[src/rtl/vector_reader.sv]
// vector_reader
//
// Read-side master for a single-port block RAM with a one-cycle registered
// read. A transfer is requested with a base address and a word count. The
// reader walks the RAM addresses in order and streams the returned words onto
// a valid/ready output. A small two-entry FIFO takes up the RAM latency and
// lets the consumer stall without losing or repeating words. The RAM is never
// written.
//
// Ports:
//   clk              rising-edge clock
//   reset            asynchronous reset, active low (0 = in reset)
//   start            single-cycle transfer request, sampled only when idle
//   base_addr        first word address, captured with start
//   length           number of words, captured with start (0 is legal)
//   busy             high from the accepted start until the done cycle ends
//   done             one-cycle pulse at the end of a transfer
//   mem_addr         RAM address
//   mem_write_enable RAM write enable, tied low
//   mem_data_in      RAM write data, tied low
//   mem_reset        RAM reset, tied low
//   mem_data_out     RAM read data, valid the cycle after the address is sampled
//   out_data         stream data (FIFO head)
//   out_valid        stream valid (FIFO non-empty)
//   out_ready        stream ready from the consumer
//   out_last         high with the final word of the transfer

module vector_reader #(
  parameter int ADDR_WIDTH = 18,
  parameter int DATA_WIDTH = 8,
  parameter int LEN_WIDTH  = 18
) (
  input  logic                  clk,
  input  logic                  reset,
  input  logic                  start,
  input  logic [ADDR_WIDTH-1:0] base_addr,
  input  logic [LEN_WIDTH-1:0]  length,
  output logic                  busy,
  output logic                  done,
  output logic [ADDR_WIDTH-1:0] mem_addr,
  output logic                  mem_write_enable,
  output logic [DATA_WIDTH-1:0] mem_data_in,
  output logic                  mem_reset,
  input  logic [DATA_WIDTH-1:0] mem_data_out,
  output logic [DATA_WIDTH-1:0] out_data,
  output logic                  out_valid,
  input  logic                  out_ready,
  output logic                  out_last
);

  typedef enum logic [1:0] {
    IDLE,
    FETCH,
    DRAIN,
    FINISH
  } state_t;

  state_t                state_q, state_d;
  logic [ADDR_WIDTH-1:0] addr_q, addr_d;
  logic [LEN_WIDTH-1:0]  len_q, len_d;
  logic [LEN_WIDTH-1:0]  issueLeft_q, issueLeft_d;
  logic [LEN_WIDTH-1:0]  wordCnt_q, wordCnt_d;
  logic                  inflight_q, inflight_d;

  logic [DATA_WIDTH-1:0] fifoMem_q [2];
  logic                  wrPtr_q;
  logic                  rdPtr_q;
  logic [1:0]            fifoCount_q;

  logic                  issue;
  logic                  push;
  logic                  pop;
  logic [2:0]            occupancy;

  // The reader only ever reads, so the write side of the RAM is tied off.
  assign mem_write_enable = 1'b0;
  assign mem_data_in      = '0;
  assign mem_reset        = 1'b0;

  assign mem_addr  = addr_q;
  assign busy      = (state_q != IDLE);
  assign done      = (state_q == FINISH);

  assign out_valid = (fifoCount_q != 2'd0);
  assign out_data  = fifoMem_q[rdPtr_q];
  assign out_last  = out_valid && (wordCnt_q == (len_q - LEN_WIDTH'(1)));

  assign pop  = out_valid && out_ready;
  // A read issued last cycle returns its word now; it lands in the FIFO at
  // the coming edge.
  assign push = inflight_q;

  // Words buffered plus the one still in the RAM pipeline. A new read is only
  // issued if, after this cycle's pop, there is guaranteed room for it in the
  // two-entry FIFO when its data arrives. pop implies a non-empty FIFO, so the
  // subtraction cannot underflow.
  assign occupancy = {1'b0, fifoCount_q} + {2'b00, inflight_q};
  assign issue     = (state_q == FETCH) && ((occupancy - {2'b00, pop}) < 3'd2);

  // Next-state and datapath control. A start outside IDLE is simply not
  // looked at, so a second request during a transfer has no effect.
  always_comb begin
    state_d     = state_q;
    addr_d      = addr_q;
    len_d       = len_q;
    issueLeft_d = issueLeft_q;
    wordCnt_d   = wordCnt_q;
    inflight_d  = issue;

    if (pop) begin
      wordCnt_d = wordCnt_q + LEN_WIDTH'(1);
    end

    case (state_q)
      IDLE: begin
        if (start) begin
          len_d     = length;
          wordCnt_d = '0;
          if (length != '0) begin
            // mem_addr is left alone for an empty transfer.
            addr_d      = base_addr;
            issueLeft_d = length;
            state_d     = FETCH;
          end else begin
            state_d = FINISH;
          end
        end
      end

      FETCH: begin
        if (issue) begin
          // Address wraps naturally at the top of the address space.
          addr_d      = addr_q + ADDR_WIDTH'(1);
          issueLeft_d = issueLeft_q - LEN_WIDTH'(1);
          if (issueLeft_q == LEN_WIDTH'(1)) begin
            state_d = DRAIN;
          end
        end
      end

      DRAIN: begin
        if (pop && out_last) begin
          state_d = FINISH;
        end
      end

      FINISH: begin
        state_d = IDLE;
      end

      default: begin
        state_d = IDLE;
      end
    endcase
  end

  // State and transfer bookkeeping registers. Reset abandons any transfer in
  // progress without a done pulse.
  always_ff @(posedge clk or negedge reset) begin
    if (!reset) begin
      state_q     <= IDLE;
      addr_q      <= '0;
      len_q       <= '0;
      issueLeft_q <= '0;
      wordCnt_q   <= '0;
      inflight_q  <= 1'b0;
    end else begin
      state_q     <= state_d;
      addr_q      <= addr_d;
      len_q       <= len_d;
      issueLeft_q <= issueLeft_d;
      wordCnt_q   <= wordCnt_d;
      inflight_q  <= inflight_d;
    end
  end

  // Two-entry output FIFO. Push and pop in the same cycle leave the count
  // unchanged; the head register only moves on a pop, so out_data holds still
  // while the consumer stalls.
  always_ff @(posedge clk or negedge reset) begin
    if (!reset) begin
      for (int i = 0; i < 2; i++) begin
        fifoMem_q[i] <= '0;
      end
      wrPtr_q     <= 1'b0;
      rdPtr_q     <= 1'b0;
      fifoCount_q <= 2'd0;
    end else begin
      if (push) begin
        fifoMem_q[wrPtr_q] <= mem_data_out;
        wrPtr_q            <= ~wrPtr_q;
      end
      if (pop) begin
        rdPtr_q <= ~rdPtr_q;
      end
      case ({push, pop})
        2'b10:   fifoCount_q <= fifoCount_q + 2'd1;
        2'b01:   fifoCount_q <= fifoCount_q - 2'd1;
        default: fifoCount_q <= fifoCount_q;
      endcase
    end
  end

endmodule

[config.mk]
export PLATFORM = sky130hd
export DESIGN_NAME = vector_reader
export DESIGN_NICKNAME = d
export VERILOG_FILES = /design/src/rtl/vector_reader.sv
export SDC_FILE = /design/constraint.sdc
export NUM_CORES = 1
export LEC_CHECK = 0
export CORE_MARGIN = 3
export CORE_UTILIZATION = 55
export CTS_CLUSTER_DIAMETER = 200
export DETAILED_ROUTE_END_ITERATION = 8
export MAX_ROUTING_LAYER = met4
export PLACE_DENSITY_LB_ADDON = 0.3
export REMOVE_ABC_BUFFERS = 1
export SLEW_MARGIN = 5
export SYNTH_ARGS = -nofsm -noshare
export SYNTH_HDL_FRONTEND = slang
export SYNTH_SLANG_ARGS = --single-unit
[constraint.sdc]
create_clock -name clk -period 6.75 [get_ports clk]
set_input_delay 1.35 -clock clk [delete_from_list [all_inputs] [get_ports clk]]
set_output_delay 1.35 -clock clk [all_outputs]
set_load 0.01 [all_outputs]
# Word level (Yosys, flattened, before mapping)

Cells that the tools add are included.

Mux-type cells: 24
$lt $le $gt $ge: 4
Add/subtract/negate cells: 8
Bitwise gates (word level): 4
Reductions and logical operators: 14
Equal/unequal tests: 12

Operator list:

| kind                                                                         | number |
|---|---|
| 18-bit two-way mux                                                           | 9 |
| 18-bit one-hot mux with 2 select lines                                       | 2 |
| 18-bit by 1-bit adder with 18-bit output, second input constant              | 2 |
| 18-bit by 1-bit subtractor with 18-bit output, second input constant         | 2 |
| 8-bit two-way mux                                                            | 4 |
| 18-bit by 1-bit == test with 1-bit output, second input constant             | 1 |
| 18-bit == test                                                               | 1 |
| 18-bit nonzero test                                                          | 1 |
| 16-bit bitwise mux                                                           | 1 |
| 2-bit two-way mux                                                            | 5 |
| 8-bit demux with 1-bit select                                                | 1 |
| 2-bit != test, second input constant                                         | 4 |
| 2-bit one-hot mux with 4 select lines                                        | 1 |
| 4-bit AND reduction                                                          | 2 |
| 2-bit nonzero test                                                           | 4 |
| 2-bit == test, second input constant                                         | 3 |
| 1-bit logical AND                                                            | 5 |
| 2-bit by 1-bit == test with 1-bit output, second input constant              | 2 |
| 2-bit greater-or-equal comparator, second input constant                     | 2 |
| 1-bit NOT with 2-bit output                                                  | 2 |
| 2-bit one-hot mux with 2 select lines                                        | 1 |
| 2-bit by 1-bit adder with 3-bit output                                       | 1 |
| 3-bit by 2-bit less-than comparator with 1-bit output, second input constant | 1 |
| 3-bit by 1-bit subtractor with 3-bit output                                  | 1 |
| 7 further kinds                                                              | 8 |

Logic and storage cells: 77
Register bits: 95
Output and inout bits: 40

# Logic depth before layout (Yosys ltp)

Word-level depth: 7
Gate-level depth with buffers: 12
Depth with buffers taken out: 12

# Worst setup path before layout

Ideal clock, no wire load.

Path kind: input port to flip-flop
From: input port out_ready
To: register issueLeft_q[16]
Setup time: 0.077 ns
Slack: 2.571 ns
Stages on the path: 12
Arrival time: 4.102 ns
Cell sequence: o21ai_1 inv_1 ha_1 nand2b_1 fa_1 xnor2_1 a21oi_1 a211oi_1 clkbuf_1 buf_1 a21oi_1 a21oi_1

Cells in the longest elaborated chain, start to end: 6

RTL lines:

| item                                                  | line | text |
|---|---|---|
| start: declaration                                    | 47   | `input logic out_ready,` |
| 1-bit logical AND                                     | 88   | `assign pop = out_valid && out_ready;` |
| via pop                                               | 72   | `logic pop;` |
| 3-bit by 1-bit subtractor with 3-bit output           | 98   | `assign issue = (state_q == FETCH) && ((occupancy - {2'b00, pop}) < 3'd2);` |
| 3-bit by 2-bit less-than comparator with 1-bit output | 98   |  |
| 1-bit logical AND                                     | 98   |  |
| 2-bit != test (no source line)                        | n/a  |  |
| 4-bit AND reduction (no source line)                  | n/a  |  |
| end signal: assignment                                | 171  | `issueLeft_q <= issueLeft_d;` |
| end: declaration                                      | 61   | `logic [LEN_WIDTH-1:0] issueLeft_q, issueLeft_d;` |

The timed path passes the listed nets, and every way through them passes these cells.
A chain may end at the register's enable or synchronous reset.

# Final worst setup path

From: input port out_ready
To: register addr_q[13] (netlist: mem_addr[13])

Cells in the longest elaborated chain, start to end: 6

RTL lines:

| item                                                  | line | text |
|---|---|---|
| 1-bit logical AND                                     | 88   |  |
| via pop                                               | 72   |  |
| 3-bit by 1-bit subtractor with 3-bit output           | 98   |  |
| 3-bit by 2-bit less-than comparator with 1-bit output | 98   |  |
| 1-bit logical AND                                     | 98   |  |
| 2-bit != test (no source line)                        | n/a  |  |
| 4-bit AND reduction (no source line)                  | n/a  |  |
| end signal: assignment                                | 169  | `addr_q <= addr_d;` |
| end: declaration                                      | 59   | `logic [ADDR_WIDTH-1:0] addr_q, addr_d;` |

The timed path passes the listed nets, and every way through them passes these cells.

==> out/qor.json <==
{
  "reg2reg_to": {"value": "mem_addr[13]$_DFFE_PN0P_"},
  "design.die.area": {"value": 11260, "unit": "sq um"},
  "antenna_found_initial": {"value": 0},
  "power.static_leakage": {"value": 2.733, "unit": "nW"},
  "die-width": {"value": 106.1, "unit": "um"},
  "clock_skews": {"value": 0.01134, "unit": "ns"},
  "globalplace.congestion": {"value": 0.8483},
  "reg2reg_from": {"value": "fifoCount_q[1]$_DFFE_PN0P_"},
  "r2r_cells": {"value": 12},
  "die_h": {"value": 106.1, "unit": "um"},
  "drtIter0Drc": {"value": 336},
  "netlist_area": {"value": 5514, "unit": "sq um"},
  "cp_capture_type": {"value": "register"},
  "global_route_wire_length_before_repair": {"value": 22.00, "unit": "mm"},
  "total_switching_power": {"value": 1.305, "unit": "mW"},
  "final-max-slew-violation-count": {"value": 0},
  "gr-total-overflow": {"value": 0},
  "port-buffer-count": {"value": 77},
  "min_from": {"value": "wrPtr_q$_DFFE_PN0P_"},
  "postLayoutCoreUtil": {"value": 68.82, "unit": "%"},
  "async_reset_ff_share": {"value": 100.0, "unit": "%"},
  "num_antenna_cells": {"value": 0},
  "placed_area": {"value": 6334, "unit": "sq um"},
  "required": {"value": 7.01, "unit": "ns"},
  "finalSetupTns": {"value": 0, "unit": "ns"},
  "hp-class": {"value": "register to register"},
  "global_router_s_overall_resource_usage": {"value": 24.47, "unit": "%"},
  "ctsHtreeMaxLevel": {"value": 3},
  "dp_hpwl": {"value": 9.294, "unit": "mm"},
  "worst_setup_path_start_kind": {"value": "input port"},
  "pin_count": {"value": 88},
  "row_count": {"value": 35},
  "crit_slowest_cell": {"value": "nand2_1"},
  "cts.clk_slew.worst_paths": {"value": 0.10, "unit": "ns"},
  "run_status": {"value": "finished clean"},
  "power_frac_clock": {"value": 12.9, "unit": "%"},
  "cts_post_setup_buffers_inserted": {"value": 0},
  "number_of_optimization_iterations_in_the_first_detailed_route_pass": {"value": 5},
  "post-route-cell-area": {"value": 6540, "unit": "sq um"},
  "yosys.cell_types.count": {"value": 57},
  "worst_ir_drop_vdd": {"value": 271.4, "unit": "uV"},
  "synth.yosys.seq_area_share": {"value": 43.11, "unit": "%"},
  "worst-path-max-fanout": {"value": 61},
  "worstSkewPairLatency": {"value": 0.36, "unit": "ns"},
  "post_synth.cell_area_avg": {"value": 8.951, "unit": "sq um"},
  "timing.hold.worst_path_depth": {"value": 1},
  "power_frac_seq": {"value": 36.8, "unit": "%"},
  "worst-path-buf-inv": {"value": 3},
  "synth-warning-count": {"value": 0},
  "total_number_of_vias": {"value": 4778},
  "fin_nets": {"value": 743},
  "max-cap-violations": {"value": 0},
  "power_density": {"value": 461.6, "unit": "nW/um^2"},
  "layout_min_cycle_time": {"value": 5.128, "unit": "ns"},
  "cpPeakStageDelay": {"value": 0.68, "unit": "ns"},
  "cp.arrival": {"value": 5.38, "unit": "ns"},
  "clock_tree_from_tritoncts": {"value": "built"},
  "setup_slack": {"value": 1.622, "unit": "ns"},
  "cts-buffers-inserted": {"value": 9},
  "rsz0062_at_grt": {"value": "false"},
  "switching_share": {"value": 43.23, "unit": "%"},
  "setup_viol_count_final": {"value": 0},
  "critPathKind": {"value": "input port to register"},
  "vias_per_instance": {"value": 5.855},
  "initial_utilization": {"value": 58.03, "unit": "%"},
  "synth.ff_latch_count": {"value": 95},
  "hold_violations": {"value": 0},
  "count_of_flip_flops_with_a_built_in_enable_after_synthesis": {"value": 0},
  "routed_wire_length_per_instance": {"value": 15.90, "unit": "um"},
  "ctsHoldBuffers": {"value": 0},
  "cts-resized-gates": {"value": 0},
  "max-slew-margin-rel": {"value": 31.98, "unit": "%"},
  "layout-area-overhead-vs-synth": {"value": 18.61, "unit": "%"},
  "finalCritPeriodShare": {"value": 75.97, "unit": "%"},
  "grt_start_max_net_pins": {"value": 81},
  "synth-main-ff-cell": {"value": "dfrtp_1"},
  "post_route_antenna_net_violation_count": {"value": 0},
  "family_with_the_most_delay_on_the_worst_path": {"value": "buffers and inverters"},
  "clk_path_buf_depth": {"value": 2},
  "drt_drc_violations_left": {"value": 0},
  "post_route_cells_drive_above_1_share": {"value": 8.297, "unit": "%"},
  "synthCells": {"value": 616},
  "drt-total-wl": {"value": 12.98, "unit": "mm"},
  "cp_cell_sequence": {"value": "clkdlybuf4s50_1 -> o21ai_1 -> inv_1 -> ha_1 -> nand2b_1 -> fa_1 -> xnor2_1 -> a21oi_1 -> a211oi_4 -> buf_4 -> nand2_1 -> o22ai_1 -> nor2_1"},
  "combinationalPowerShare": {"value": 50.3, "unit": "%"},
  "grt_pass1_vias": {"value": 4614},
  "floorplan.core_area": {"value": 9503, "unit": "sq um"},
  "numClockSinks": {"value": 95},
  "worstHoldEndpoint": {"value": "wrPtr_q$_DFFE_PN0P_"},
  "cell_internal_pwr": {"value": 1.714, "unit": "mW"},
  "dp_worst_setup_slack": {"value": 1.315, "unit": "ns"},
  "clk_root_buffer_cell": {"value": "clkbuf_8"},
  "reg2reg_setup_slack": {"value": 2.34, "unit": "ns"},
  "fmax": {"value": 195.0, "unit": "MHz"},
  "worstSetupPathDepth": {"value": 13},
  "fin_total_pwr": {"value": 3.019, "unit": "mW"},
  "tightestPinTransition": {"value": 1.020, "unit": "ns"}
}
## synthesized netlist by cell type (all sizes together) (18+ instances only)
cell,count,area (sq um)
a21oi,48,240.2
clkbuf,18,67.56
dfrtp,95,2377
mux2,26,292.8
nand2,82,307.8
nand3,37,185.2
nor2,39,146.4
nor3,18,90.09
o21ai,49,245.2
o22ai,24,150.1
xnor2,18,157.7
xor2,23,201.4
## kinds of logic after synthesis
family | after synthesis | share of synthesized area [%]
AND/OR/NAND/NOR | 240 | 21.74
XOR/XNOR | 41 | 6.512
flip-flops | 95 | 43.11
adder cells (fa/ha/maj) | 13 | 3.086
other | 1 | 0.06801
buffers and inverters | 52 | 4.538
multiplexers | 31 | 6.217
AO/OA/AOI/OAI | 143 | 14.73
## cells in the final DEF (no fill, tap or decap), drive strengths merged, types with 4 or more instances in the layout
master	instances
o22ai	24
inv	18
buf	5
clkbuf	10
ha	12
nand2	82
conb	10
xnor2	18
nand3	37
nor3	18
nor4	11
xor2	23
mux2	26
and3	13
nor2	39
mux2i	5
nand2b	5
nand4	4
or3	7
dfrtp	95
clkdlybuf4s50	76
or4	6
o21ai	49
a21oi	48
## metal layers
layer,up-vias,part of all wire [%],GRT usage [%]
li1,2311,-,-
met1,2329,44,31.30
met3,19,4.1,3.097
met4,0,1.3,7.216
met5,-,0,-
met2,119,51,41.00
## layout make-up
class	instances	area, sq um
fillers	784	2963
multi-input cells	478	2933
flip-flops and latches	95	2377
repair buffers	81	798.3
well taps	129	161.4
clock buffers	10	137.6
clock inverters	6	68.82
inverters	17	63.81
## metrics by stage
stage / instances / hold slack, ns
after global placement: 800 / 0.4782
final: 816 / 0.5070
after CTS: 816 / 0.5092
after detailed placement: 800 / 0.4912
after floorplan: 590 / 0.4634
after global routing: 816 / 0.5306
## worst max path at each step
stage          startpoint                     endpoint  slack (ns)
2_1_floorplan   out_ready     mem_addr[13]$_DFFE_PN0P_       -1.42
3_3_place_gp    out_ready     mem_addr[13]$_DFFE_PN0P_        1.45
3_5_place_dp    out_ready     mem_addr[13]$_DFFE_PN0P_        1.31
4_1_cts         out_ready     mem_addr[13]$_DFFE_PN0P_        1.67
5_1_grt         out_ready  issueLeft_q[15]$_DFFE_PN0P_        1.32
6_report        out_ready     mem_addr[13]$_DFFE_PN0P_        1.62
## power groups by stage
| stage | Clock, mW | Sequential [mW] | Combinational, mW |
|---|---|---|---|
| final | 0.391 | 1.11 | 1.52 |
| after global routing | 0.418 | 1.16 | 1.69 |
| after CTS | 0.398 | 1.11 | 1.52 |
| after detailed placement | 0 | 1.12 | 1.51 |
| after global placement | 0 | 1.09 | 1.45 |
| after floorplan | 0 | 1.07 | 1.01 |
## state kept, by name (all words and copies together), names as in the netlist
name         count
fifoCount_q      2
issueLeft_q     18
wrPtr_q          1
len_q           18
wordCnt_q       18
inflight_q       1
mem_addr        18
fifoMem_q       16
rdPtr_q          1
state_q          2
(Power assumes the default switching activity.)
